`src/rtl/instr_prefetch_queue.sv`:
```
// Instruction prefetch queue: issues sequential fetches to a variable-latency
// instruction memory and buffers {instruction, PC} pairs for decode.
//
// state | meaning
// ------+---------------------------------------------------------------
// IDLE  | no request outstanding; issue one when a FIFO slot is free
// WAIT  | request outstanding; ack pushes the word, may chain next fetch
// DROP  | stale request outstanding after a flush; its ack is discarded
module instr_prefetch_queue #(
   parameter int                    ADDR_WIDTH = 16,
   parameter int                    INST_WIDTH = 32,
   parameter int                    DEPTH      = 4,
   parameter logic [ADDR_WIDTH-1:0] RESET_PC   = '0,
   parameter logic [INST_WIDTH-1:0] NOP_INST   = '0
) (
   input  logic                    clk,
   input  logic                    rst_n,
   input  logic                    flush,
   input  logic [ADDR_WIDTH-1:0]   redirect_pc,
   input  logic                    stall,
   output logic                    inst_valid,
   output logic [INST_WIDTH-1:0]   inst_out,
   output logic [ADDR_WIDTH-1:0]   inst_pc,
   output logic                    imem_req,
   output logic [ADDR_WIDTH-1:0]   imem_addr,
   input  logic                    imem_ack,
   input  logic [INST_WIDTH-1:0]   imem_rdata,
   output logic [$clog2(DEPTH):0]  count
);

   localparam int PW = $clog2(DEPTH);
   localparam int CW = PW + 1;
   localparam logic [CW-1:0] DEPTH_C = CW'(DEPTH);

   typedef enum logic [1:0] {
      IDLE = 2'd0,
      WAIT = 2'd1,
      DROP = 2'd2
   } state_t;

   state_t                 state;
   logic [ADDR_WIDTH-1:0]  fetch_pc;
   logic [ADDR_WIDTH-1:0]  fetch_pc_inc;
   logic [INST_WIDTH-1:0]  inst_mem [DEPTH];
   logic [ADDR_WIDTH-1:0]  pc_mem   [DEPTH];
   logic [PW-1:0]          wr_ptr;
   logic [PW-1:0]          rd_ptr;
   logic                   push;
   logic                   pop;
   logic [CW-1:0]          count_next;

   // Head is presented straight from storage; empty queue shows a NOP.
   assign inst_valid   = (count != '0);
   assign inst_out     = inst_valid ? inst_mem[rd_ptr] : NOP_INST;
   assign inst_pc      = inst_valid ? pc_mem[rd_ptr] : '0;

   // Flush overrides both push and pop; only acks seen in WAIT carry live data.
   assign push         = (state == WAIT) && imem_ack && !flush;
   assign pop          = inst_valid && !stall && !flush;
   assign count_next   = count + CW'(push) - CW'(pop);
   assign fetch_pc_inc = fetch_pc + ADDR_WIDTH'(1);

   // Queue storage; contents are only meaningful below count, so no reset.
   always_ff @(posedge clk) begin
      if (push) begin
         inst_mem[wr_ptr] <= imem_rdata;
         pc_mem[wr_ptr]   <= imem_addr;
      end
   end

   // Pointers wrap naturally; occupancy kept in its own counter.
   always_ff @(posedge clk or negedge rst_n) begin
      if (!rst_n) begin
         wr_ptr <= '0;
         rd_ptr <= '0;
         count  <= '0;
      end else if (flush) begin
         wr_ptr <= '0;
         rd_ptr <= '0;
         count  <= '0;
      end else begin
         if (push) wr_ptr <= wr_ptr + PW'(1);
         if (pop)  rd_ptr <= rd_ptr + PW'(1);
         count <= count_next;
      end
   end

   // Fetch sequencer. A slot is always free for the one outstanding request,
   // so WAIT only chains another fetch if the post-update count leaves room.
   always_ff @(posedge clk or negedge rst_n) begin
      if (!rst_n) begin
         state     <= IDLE;
         fetch_pc  <= RESET_PC;
         imem_req  <= 1'b0;
         imem_addr <= RESET_PC;
      end else begin
         case (state)
            IDLE: begin
               if (flush) begin
                  fetch_pc <= redirect_pc;
               end else if (count < DEPTH_C) begin
                  state     <= WAIT;
                  imem_req  <= 1'b1;
                  imem_addr <= fetch_pc;
               end
            end
            WAIT: begin
               if (flush) begin
                  fetch_pc <= redirect_pc;
                  if (imem_ack) begin
                     state    <= IDLE;
                     imem_req <= 1'b0;
                  end else begin
                     state <= DROP;
                  end
               end else if (imem_ack) begin
                  fetch_pc <= fetch_pc_inc;
                  if (count_next < DEPTH_C) begin
                     imem_addr <= fetch_pc_inc;
                  end else begin
                     state    <= IDLE;
                     imem_req <= 1'b0;
                  end
               end
            end
            DROP: begin
               if (flush) fetch_pc <= redirect_pc;
               if (imem_ack) begin
                  state    <= IDLE;
                  imem_req <= 1'b0;
               end
            end
            default: begin
               state    <= IDLE;
               imem_req <= 1'b0;
            end
         endcase
      end
   end

endmodule
```
`config.mk`:
```
export PLATFORM = sky130hd
export DESIGN_NAME = instr_prefetch_queue
export DESIGN_NICKNAME = d
export VERILOG_FILES = /design/src/rtl/instr_prefetch_queue.sv
export SDC_FILE = /design/constraint.sdc
export NUM_CORES = 1
export LEC_CHECK = 0
export BUFFER_PORTS_ARGS = -buffer_cell sky130_fd_sc_hd__buf_2
export CAP_MARGIN = 40
export CORE_ASPECT_RATIO = 0.75
export CORE_MARGIN = 8
export CORE_UTILIZATION = 55
export CTS_BUF_LIST = sky130_fd_sc_hd__clkbuf_4 sky130_fd_sc_hd__clkbuf_8
export DETAILED_ROUTE_END_ITERATION = 10
export HOLD_SLACK_MARGIN = 0.15
export PLACE_DENSITY = 0.76
export SYNTH_ARGS = -nofsm -noshare
export SYNTH_HDL_FRONTEND = slang
export SYNTH_SLANG_ARGS = --single-unit
```
`constraint.sdc`:
```
create_clock -name clk -period 8.4 [get_ports clk]
set_input_delay 0.42 -clock clk [delete_from_list [all_inputs] [get_ports clk]]
set_output_delay 0.42 -clock clk [all_outputs]
set_load 0.02 [all_outputs]
```
# == Word level (Yosys, flattened, before mapping) ==
# Memory sizes are Yosys's and may differ from the RTL's.
# Index checks and enable logic that the tools add are counted.
# classes
n_addsub,5
mul,0
n_div,0
magnitude_cmp,2
n_eq_ne,11
n_shift,0
muxes,34
n_bitwise,0
reduce_logical,17
# op_table
cell,count
two-way mux 16 bit,9
one-hot mux 16 bit (2 select lines),2
two-way mux 32 bit,1
two-way mux 2 bit,11
"adder 16 x 1 -> 16 bit, second input constant",1
"inequality test 2 bit, second input constant",5
two-way mux 1 bit,8
nonzero test 2 bit,4
"less-than comparator 3 bit, second input constant",2
"inequality test 3 bit, second input constant",2
one-hot mux 2 bit (3 select lines),1
AND reduction 6 bit,1
AND reduction 5 bit,1
"adder 2 x 1 -> 2 bit, second input constant",2
logical AND 1 bit,4
"inequality test 2 x 1 -> 1 bit, second input constant",2
AND reduction 4 bit,1
adder 3 x 1 -> 3 bit,1
two-way mux 3 bit,1
one-hot mux 1 bit (3 select lines),1
AND reduction 3 bit,1
nonzero test 3 bit,1
subtractor 3 x 1 -> 3 bit,1
"== test 2 x 1 -> 1 bit, second input constant",1
other kinds (4),5
# totals
register_bits,42
latchBits,0
ram_bits,192
rom_bits,0
inputBits,53
out_inout_bits,69
memories,2
# mem_list
name,words,width,read_ports,rd_ports_with_merged_regs,write_ports,line_no,text
inst_mem,4,32,1,0,1,44,logic [INST_WIDTH-1:0] inst_mem [DEPTH];
pc_mem,4,16,1,0,1,45,logic [ADDR_WIDTH-1:0] pc_mem [DEPTH];

# == Depth between registers and ports, before layout ==
# Gate-level depths: netlist of the first run.
# logic_depth
word_depth,10
mapped_depth,16

# == Worst setup path after synthesis of the first run ==
# OpenSTA, ideal clock, no wires.
# synth_path
path_type,reg-to-reg
startpoint,register count[2]
endpoint,register imem_addr[2]
setup_ns,0.125
t_arrival_ns,3.409
setup_slack_ns,4.866
path_stages_with_launch,15
path_buffers,3
synth_period_minus_slack_ns,3.534
path_cell_list,dfrtp_1 nor3_1 clkbuf_1 nor3_1 ha_1 inv_1 ha_1 inv_1 fa_1 xor2_1 and3_1 clkbuf_1 or2_1 buf_6 mux2_4
# synth_via
elab_chain_cells,7
elab_cells_between_ends,10
classes_between,add/sub (2); order compare (2); eq/ne (2); reduce/logical (4)
# synth_lines
element,line_no,text
"start, declared",28,output logic [$clog2(DEPTH):0] count
"start signal, assigned",84,count <= count_next;
branches (longest 6 deep; another with adder 3 x 1 -> 3 bit),n/a,
AND reduction 6 bit (no source line) *,n/a,
"end signal, assigned",104,imem_addr <= fetch_pc;
"end signal, assigned",119,imem_addr <= fetch_pc_inc;
"end, declared",25,"output logic [ADDR_WIDTH-1:0] imem_addr,"
# Mark *: on every way between the ends.
# A chain may end at the register's enable or synchronous reset.

# == Final worst setup path of the first run ==
# layout_path
startpoint,register count[2]
endpoint,register imem_addr[7]
# Same word-level chain as after synthesis.

==> impl_metrics.json, run 1 <==
{
  "status": "finished, final reports clean",
  "slew_viol_final": 0,
  "max_clock_freq_mhz": 235,
  "synth.yosys.warnings": 0,
  "final_min_period_ns": 4.25,
  "final_hold_viol_count": 0,
  "worst_skew_pair_latency_ns": 0.51,
  "pin_count": 122,
  "rows": 42,
  "fillerInstances": 1241,
  "cp-start-kind": "flip-flop",
  "asyncSetResetFlopFracSynth_pct": 17.9,
  "final_nets": 819,
  "first_global_vias": 6023,
  "crit_path_end_kind": "flip-flop",
  "cts_buffers": 36,
  "setup_total_negative_slack_ns": 0,
  "whs_ns": 0.184,
  "detail_route.wirelength_microns": 20400,
  "drtPass1Iterations": 5,
  "post-route-period-util_pct": 50.7,
  "cp_cell_sequence": "nor3_2 > buf_4 > nor3_1 > ha_1 > inv_1 > ha_1 > inv_1 > fa_1 > xor2_1 > and3_1 > or2_1 > mux2_4",
  "cp_slowest_cell": "or2_1",
  "required_ns": 8.79,
  "fin_worst_skew_ns": 0.0101,
  "relSlewSlack_pct": 41.6,
  "insertedDiodeCount": 0,
  "grt_antenna_before_repair": 0,
  "chipHeight_microns": 132,
  "gpl.final_weighted_congestion": 0.870,
  "reg2regPathDepth": 12,
  "detail-route-antenna-nets": 0,
  "path_class": "flip-flop to flip-flop",
  "yosysSeqAreaShare_pct": 69.0,
  "synth_edf_count": 192,
  "htreeDepth": 2,
  "dominantRegCellSynth": "edfxtp_1",
  "area_growth_pct": 18.7,
  "timing.critical_path.arrival_ns": 4.65,
  "floorplan.initialDensity_pct": 56.1,
  "routed_via_density": 5.70,
  "drt-initial-drc-count": 387,
  "critical_path.max_fanout": 53,
  "die_area_sq_mm": 0.0226,
  "syn_inst": 598,
  "grt_start_max_net_pins": 54,
  "route.detailed.wl_per_inst_microns": 20.1,
  "cts.clk_slew.worst_paths_ns": 0.07,
  "grt_first_pass_wirelength_microns": 32700,
  "grt-ovfl-total": 0,
  "p_leak_uw": 0.00414,
  "worst-slew-pin-transition_ns": 0.874,
  "post_synth_num_cell_types": 55,
  "clock-root-buffer": "clkbuf_8",
  "worst_hold_path.num_cells": 2,
  "clock-sinks": 234,
  "worst_vdd_ir_mv": 0.154,
  "hold_path.class": "primary input to flip-flop",
  "core-area_sq_mm": 0.0176,
  "rsz0062_at_grt": "no",
  "dp_hpwl_microns": 12700,
  "port_buffers": 121,
  "cts-root-to-sink-buffers": 3,
  "drc": 0,
  "total_number_of_vias": 5809,
  "cts_tree": "done",
  "die_w_microns": 171,
  "syn-cell-area_sq_mm": 0.00988,
  "postSynthAreaPerCell_sq_um": 16.5,
  "postCtsResizedCells": 0,
  "power_density_mw_per_mm2": 308,
  "global_route.usage.total_pct": 18.3,
  "max_cap_violations": 0,
  "yosys_register_bits": 234,
  "buffer_count_from_post_cts_setup_fixing": 0,
  "setup-violations-final": 0,
  "final_layout_size_suffix_gt1_share_pct": 33.6,
  "synth.net_count": 659,
  "worst_path_largest_cell_delay_ns": 0.68
}
cells in the final DEF, fill, tap and decap left out, types with 3 or more instances in the layout:
master / Yosys / layout
buf_2: 11 / 121
dlygate4sd3_1: 0 / 34
or3_1: 4 / 4
a21oi_1: 22 / 22
o22ai_1: 6 / 6
nor2_1: 12 / 12
edfxtp_1: 192 / 192
clkbuf_4: 0 / 13
o21ai_0: 13 / 13
clkbuf_8: 0 / 37
a2bb2oi_1: 6 / 6
buf_4: 1 / 8
nor4_1: 8 / 8
nand2b_1: 4 / 4
mux4_2: 48 / 48
nor2b_1: 51 / 51
inv_1: 11 / 11
xnor2_1: 14 / 14
ha_1: 7 / 7
a21oi_2: 8 / 8
o31ai_1: 3 / 3
a31oi_1: 6 / 6
nor3_1: 20 / 19
mux2_4: 3 / 3
nand2_1: 23 / 23
and2_2: 0 / 4
dfrtp_1: 42 / 40
nand3_1: 12 / 12
state kept, by name, indices dropped and copies added, names as in the netlist:
register,count
imem_addr,16
fetch_pc,16
rd_ptr,2
state,2
imem_req,1
inst_mem,128
pc_mem,64
count,3
wr_ptr,2
cells by family after synthesis:
kind of cell | synth area share, %
flip-flops | 69.0
AND/OR/NAND/NOR | 9.27
AO/OA/AOI/OAI | 4.91
buffers and inverters | 2.46
multiplexers | 11.7
XOR/XNOR | 1.57
adder cells (fa/ha/maj) | 1.09
per-stage QoR:
stage	cells	worst slack, ns	utilization, %	instance area (sq um)	power, uW
2_1_floorplan	598	4.87	-	9880	2340
3_3_place_gp	925	4.31	60.5	10700	2680
3_5_place_dp	928	4.13	60.9	10700	2730
4_1_cts	1019	4.11	66.6	11700	3650
5_1_grt	1019	3.86	66.6	11700	3790
6_report	1019	4.15	66.6	11700	3610
worst max-delay path: cells and delay by family (launching register included):
family	cells	cell delay [ns]
adders and majority gates	3	0.84
xor gates and xnor gates	1	0.34
DFF	1	0.47
muxes	1	0.35
buffers and inverters	3	0.62
and+or+nand+nor	4	1.50
routing by layer:
metal / part of all wire, % / GRT usage, %
met3: 7.9 / 5.18
met5: 0 / 0
met2: 48 / 28.8
met4: 1.4 / 5.15
met1: 43 / 24.6
synthesized netlist by cell type, types with 2 or more instances:
cell       instances  area (sq um)
buf_1              6          22.5
mux2_4             3          45.0
mux2_2             2          22.5
buf_6              3          33.8
a21oi_1           22           110
buf_2             11          55.1
nor2b_1           51           319
nand4b_1           2          17.5
inv_1             11          41.3
a21oi_2            8          70.1
and2_1             6          37.5
nand2b_1           4          25.0
o31ai_1            3          22.5
mux4_2            48          1080
xnor2_1           14           123
nor3b_1            2          15.0
o21ai_0           13          65.1
o22ai_1            6          37.5
dfrtp_1           42          1050
nand3b_1           2          15.0
nand3_1           12          60.1
nand2_1           23          86.3
a311oi_1           2          17.5
nor3_1            20           100
ha_1               7          87.6
clkbuf_1          22          82.6
or4_4              2          22.5
nor2_1            12          45.0
a31oi_1            6          37.5
nor4_1             8          50.1
or3_1              4          25.0
a2bb2oi_1          6          52.6
nand4_1            2          12.5
edfxtp_1         192          5770
repair_timing:
action / in CTS / in global routing
hold endpoints to repair: 151 / 0
hold buffers: 34 / 0
setup endpoints to repair: 0 / 0
final cells by class:
type                       count  area (sq um)  share of cell area (%)
tap                          242           303                    2.58
sequential                   234          6820                    58.2
timing repair buffer         165          1060                    9.05
multi-input combinational    310          2830                    24.1
inverter                      11          41.3                   0.352
clock buffer                  50           607                    5.17
clock inverter                 7          63.8                   0.544
power by group:
group,total (uW),internal (uW),switching (uW),leakage (uW)
registers,1580,1410,171,0.00221
clock network,905,495,410,0.000356
logic,1120,452,671,0.00157
final timing paths:
path | start | endpoint | slack [ns]
hold / removal | imem_ack | state[1] | 0.18
setup reg to reg | count[2] | imem_addr[7] | 4.15
setup / recovery | count[2] | imem_addr[7] | 4.15
min in group asynchronous | rst_n | fetch_pc[7] | 0.44
hold reg to reg | imem_addr[4] | pc_mem[3][4] | 0.55
max in group asynchronous | rst_n | rd_ptr[0] | 7.43
Power figures use the tool's default switching activity.
==> inputs of run 2 (changes only) <==
Settings changed: ABC_AREA set to 1.
Clock period 8.4 ns to 4.4 ns, I/O delays scaled along.
==> impl_metrics.json, run 2 <==
{
  "port_buffers": 121,
  "postSynthAreaPerCell_sq_um": 10.7,
  "insertedDiodeCount": 0,
  "required_ns": 4.18,
  "drc": 0,
  "synth.yosys.warnings": 0,
  "synthMuxAreaShare_pct": 0,
  "htreeDepth": 2,
  "hold_path.class": "primary input to asynchronous set/reset pin",
  "largest_family_of_logic_cells_by_synthesized_area": "simple AND/OR/NAND/NOR gates",
  "yosys_register_bits": 234,
  "timing.critical_path.arrival_ns": 2.78,
  "synth_common_cells": "nor2_1 (237), edfxtp_1 (192), o21ai_0 (120)",
  "drt-initial-drc-count": 621,
  "commonest_non_fill_non_tap_cell_in_the_layout": "nor2_1",
  "die_area_sq_mm": 0.0227,
  "power_density_mw_per_mm2": 605,
  "cts-root-to-sink-buffers": 3,
  "clock-root-buffer": "clkbuf_8",
  "area_growth_pct": 21.0,
  "core-area_sq_mm": 0.0177,
  "commonest_non_fill_non_tap_cells_in_the_layout": "nor2_1 (233), edfxtp_1 (192), buf_2 (121)",
  "total_number_of_vias": 7378,
  "cp-start-kind": "flip-flop",
  "relSlewSlack_pct": 46.5,
  "worst_vdd_ir_mv": 0.412,
  "chipHeight_microns": 133,
  "grt_start_max_net_pins": 75,
  "synth_top_area_share_pct": 57.9,
  "grt-ovfl-total": 0,
  "drtPass1Iterations": 5,
  "detail_route.wirelength_microns": 23300,
  "reg_top3": "inst_mem x128, pc_mem x64",
  "rows": 42,
  "gpl.final_weighted_congestion": 0.900,
  "pin_count": 122,
  "worst-slew-pin-transition_ns": 0.802,
  "path_class": "flip-flop to primary output",
  "setup_total_negative_slack_ns": 0,
  "routed_via_density": 5.37,
  "fin_worst_skew_ns": 0.0118,
  "asyncSetResetFlopFracSynth_pct": 17.9,
  "dominantRegCellSynth": "edfxtp_1",
  "whs_ns": 0.231,
  "final_layout_size_suffix_gt1_share_pct": 18.4,
  "final_min_period_ns": 3.00,
  "rsz0062_at_grt": "no",
  "largest_reg_flops": 128,
  "largest_reg_by_ff_count": "inst_mem",
  "post_synth_num_cell_types": 31,
  "synth_simple_gate_area_share_pct": 16.2,
  "syn-cell-area_sq_mm": 0.00996,
  "synth_compound_gate_area_share_pct": 9.79,
  "post-route-period-util_pct": 68.2,
  "floorplan.initialDensity_pct": 56.2,
  "cts_tree": "done",
  "synth_fa_ha_area_share_pct": 1.08,
  "slew_viol_final": 0,
  "detail-route-antenna-nets": 0,
  "max_cap_violations": 0,
  "yosysSeqAreaShare_pct": 68.4,
  "cp_slowest_cell": "buf_4",
  "yosys-top-cells-area": "edfxtp_1 (58%), dfrtp_1 (11%), nor2_1 (8.9%), o21ai_0 (6.0%), nand2_1 (4.3%)",
  "clock-sinks": 234,
  "syn_inst": 929,
  "synth_xor_xnor_area_share_pct": 0.352,
  "final_nets": 1166,
  "setup-violations-final": 0,
  "fillerInstances": 1318,
  "crit_path_end_kind": "primary output",
  "synth_edf_count": 192,
  "cts_buffers": 36,
  "max_clock_freq_mhz": 333,
  "first_global_vias": 7200,
  "cts.clk_slew.worst_paths_ns": 0.07,
  "final_hold_viol_count": 0,
  "worst_path_largest_cell_delay_ns": 0.50,
  "grt_antenna_before_repair": 0,
  "die_w_microns": 171,
  "dp_hpwl_microns": 13800,
  "status": "finished, final reports clean",
  "worst_skew_pair_latency_ns": 0.51,
  "cp_cell_sequence": "buf_4 > inv_2 > buf_12 > nor2_1 > o21ai_0 > a21oi_1 > buf_2",
  "p_leak_uw": 0.00479,
  "grt_first_pass_wirelength_microns": 37100,
  "global_route.usage.total_pct": 20.2,
  "synth.net_count": 990,
  "yosys.cell_count.top_type": "nor2_1",
  "critical_path.max_fanout": 49,
  "route.detailed.wl_per_inst_microns": 16.9,
  "post-synth-top-area-cell": "edfxtp_1"
}
-- run 2: final timing paths --
path,end,startpoint,cells past startpoint,slack (ns)
min in group clk,inst_mem[2][24],imem_rdata[24],2,0.48
setup / recovery,inst_out[6],rd_ptr[1],7,1.40
hold / removal,fetch_pc[8],rst_n,2,0.23
hold reg to reg,fetch_pc[15],fetch_pc[15],2,0.54
max in group asynchronous,imem_addr[13],rst_n,3,3.65
setup reg to reg,imem_addr[0],state[1],17,1.41
-- run 2: cells by family after synthesis --
kind of cell,after synthesis
xor+xnor,4
compound gates,192
flops,234
fa+ha+maj,8
simple gates,401
buf+inv,90
-- run 2: stage by stage --
stage / instances / setup WS (ns) / total power [uW] / util, % / area, sq um
3_5_place_dp: 1255 / 1.39 / 5520 / 61.0 / 10800
4_1_cts: 1375 / 1.38 / 7330 / 68.1 / 12100
3_3_place_gp: 1251 / 1.50 / 5420 / 60.5 / 10700
6_report: 1375 / 1.40 / 7300 / 68.1 / 12100
2_1_floorplan: 929 / 1.06 / 4670 / - / 9960
5_1_grt: 1375 / 1.06 / 7720 / 68.1 / 12100
-- run 2: layout make-up --
| class | instances | area, sq um | area share, % |
|---|---|---|---|
| sequential | 234 | 6820 | 56.6 |
| inverter | 42 | 161 | 1.34 |
| clock buffer | 52 | 622 | 5.16 |
| multi-input combinational | 605 | 2770 | 22.9 |
| timing repair buffer | 186 | 1290 | 10.7 |
| clock inverter | 14 | 86.3 | 0.716 |
| tap | 242 | 303 | 2.51 |
-- run 2: metal layers --
| metal | up-vias | part of all wire [%] | GRT usage (%) |
|---|---|---|---|
| met5 | - | 0 | 0 |
| met4 | 0 | 1.5 | 4.77 |
| met3 | 38 | 7.4 | 3.83 |
| met2 | 273 | 46 | 31.8 |
| met1 | 3520 | 45 | 28.7 |
| li1 | 3547 | - | - |
-- run 2: report_power, final --
group          internal [uW]  switching (uW)
sequential              2720             266
clock                    968             801
combinational            764            1780
total                   4450            2840
-- run 2: worst max-delay path, delay by kind of cell (launching register included) --
| family | cells | cell delay (ns) |
|---|---|---|
| simple gates | 1 | 0.10 |
| compound gates | 2 | 0.39 |
| flops | 1 | 0.34 |
| buf+inv | 4 | 1.42 |
-- run 2: timing repair --
item | in CTS | in global routing
hold buffers | 54 | 0
hold endpoints to repair | 194 | 0
setup buffers | 0 | 0
setup endpoints to repair | 0 | 0
gates resized for setup | 0 | 0
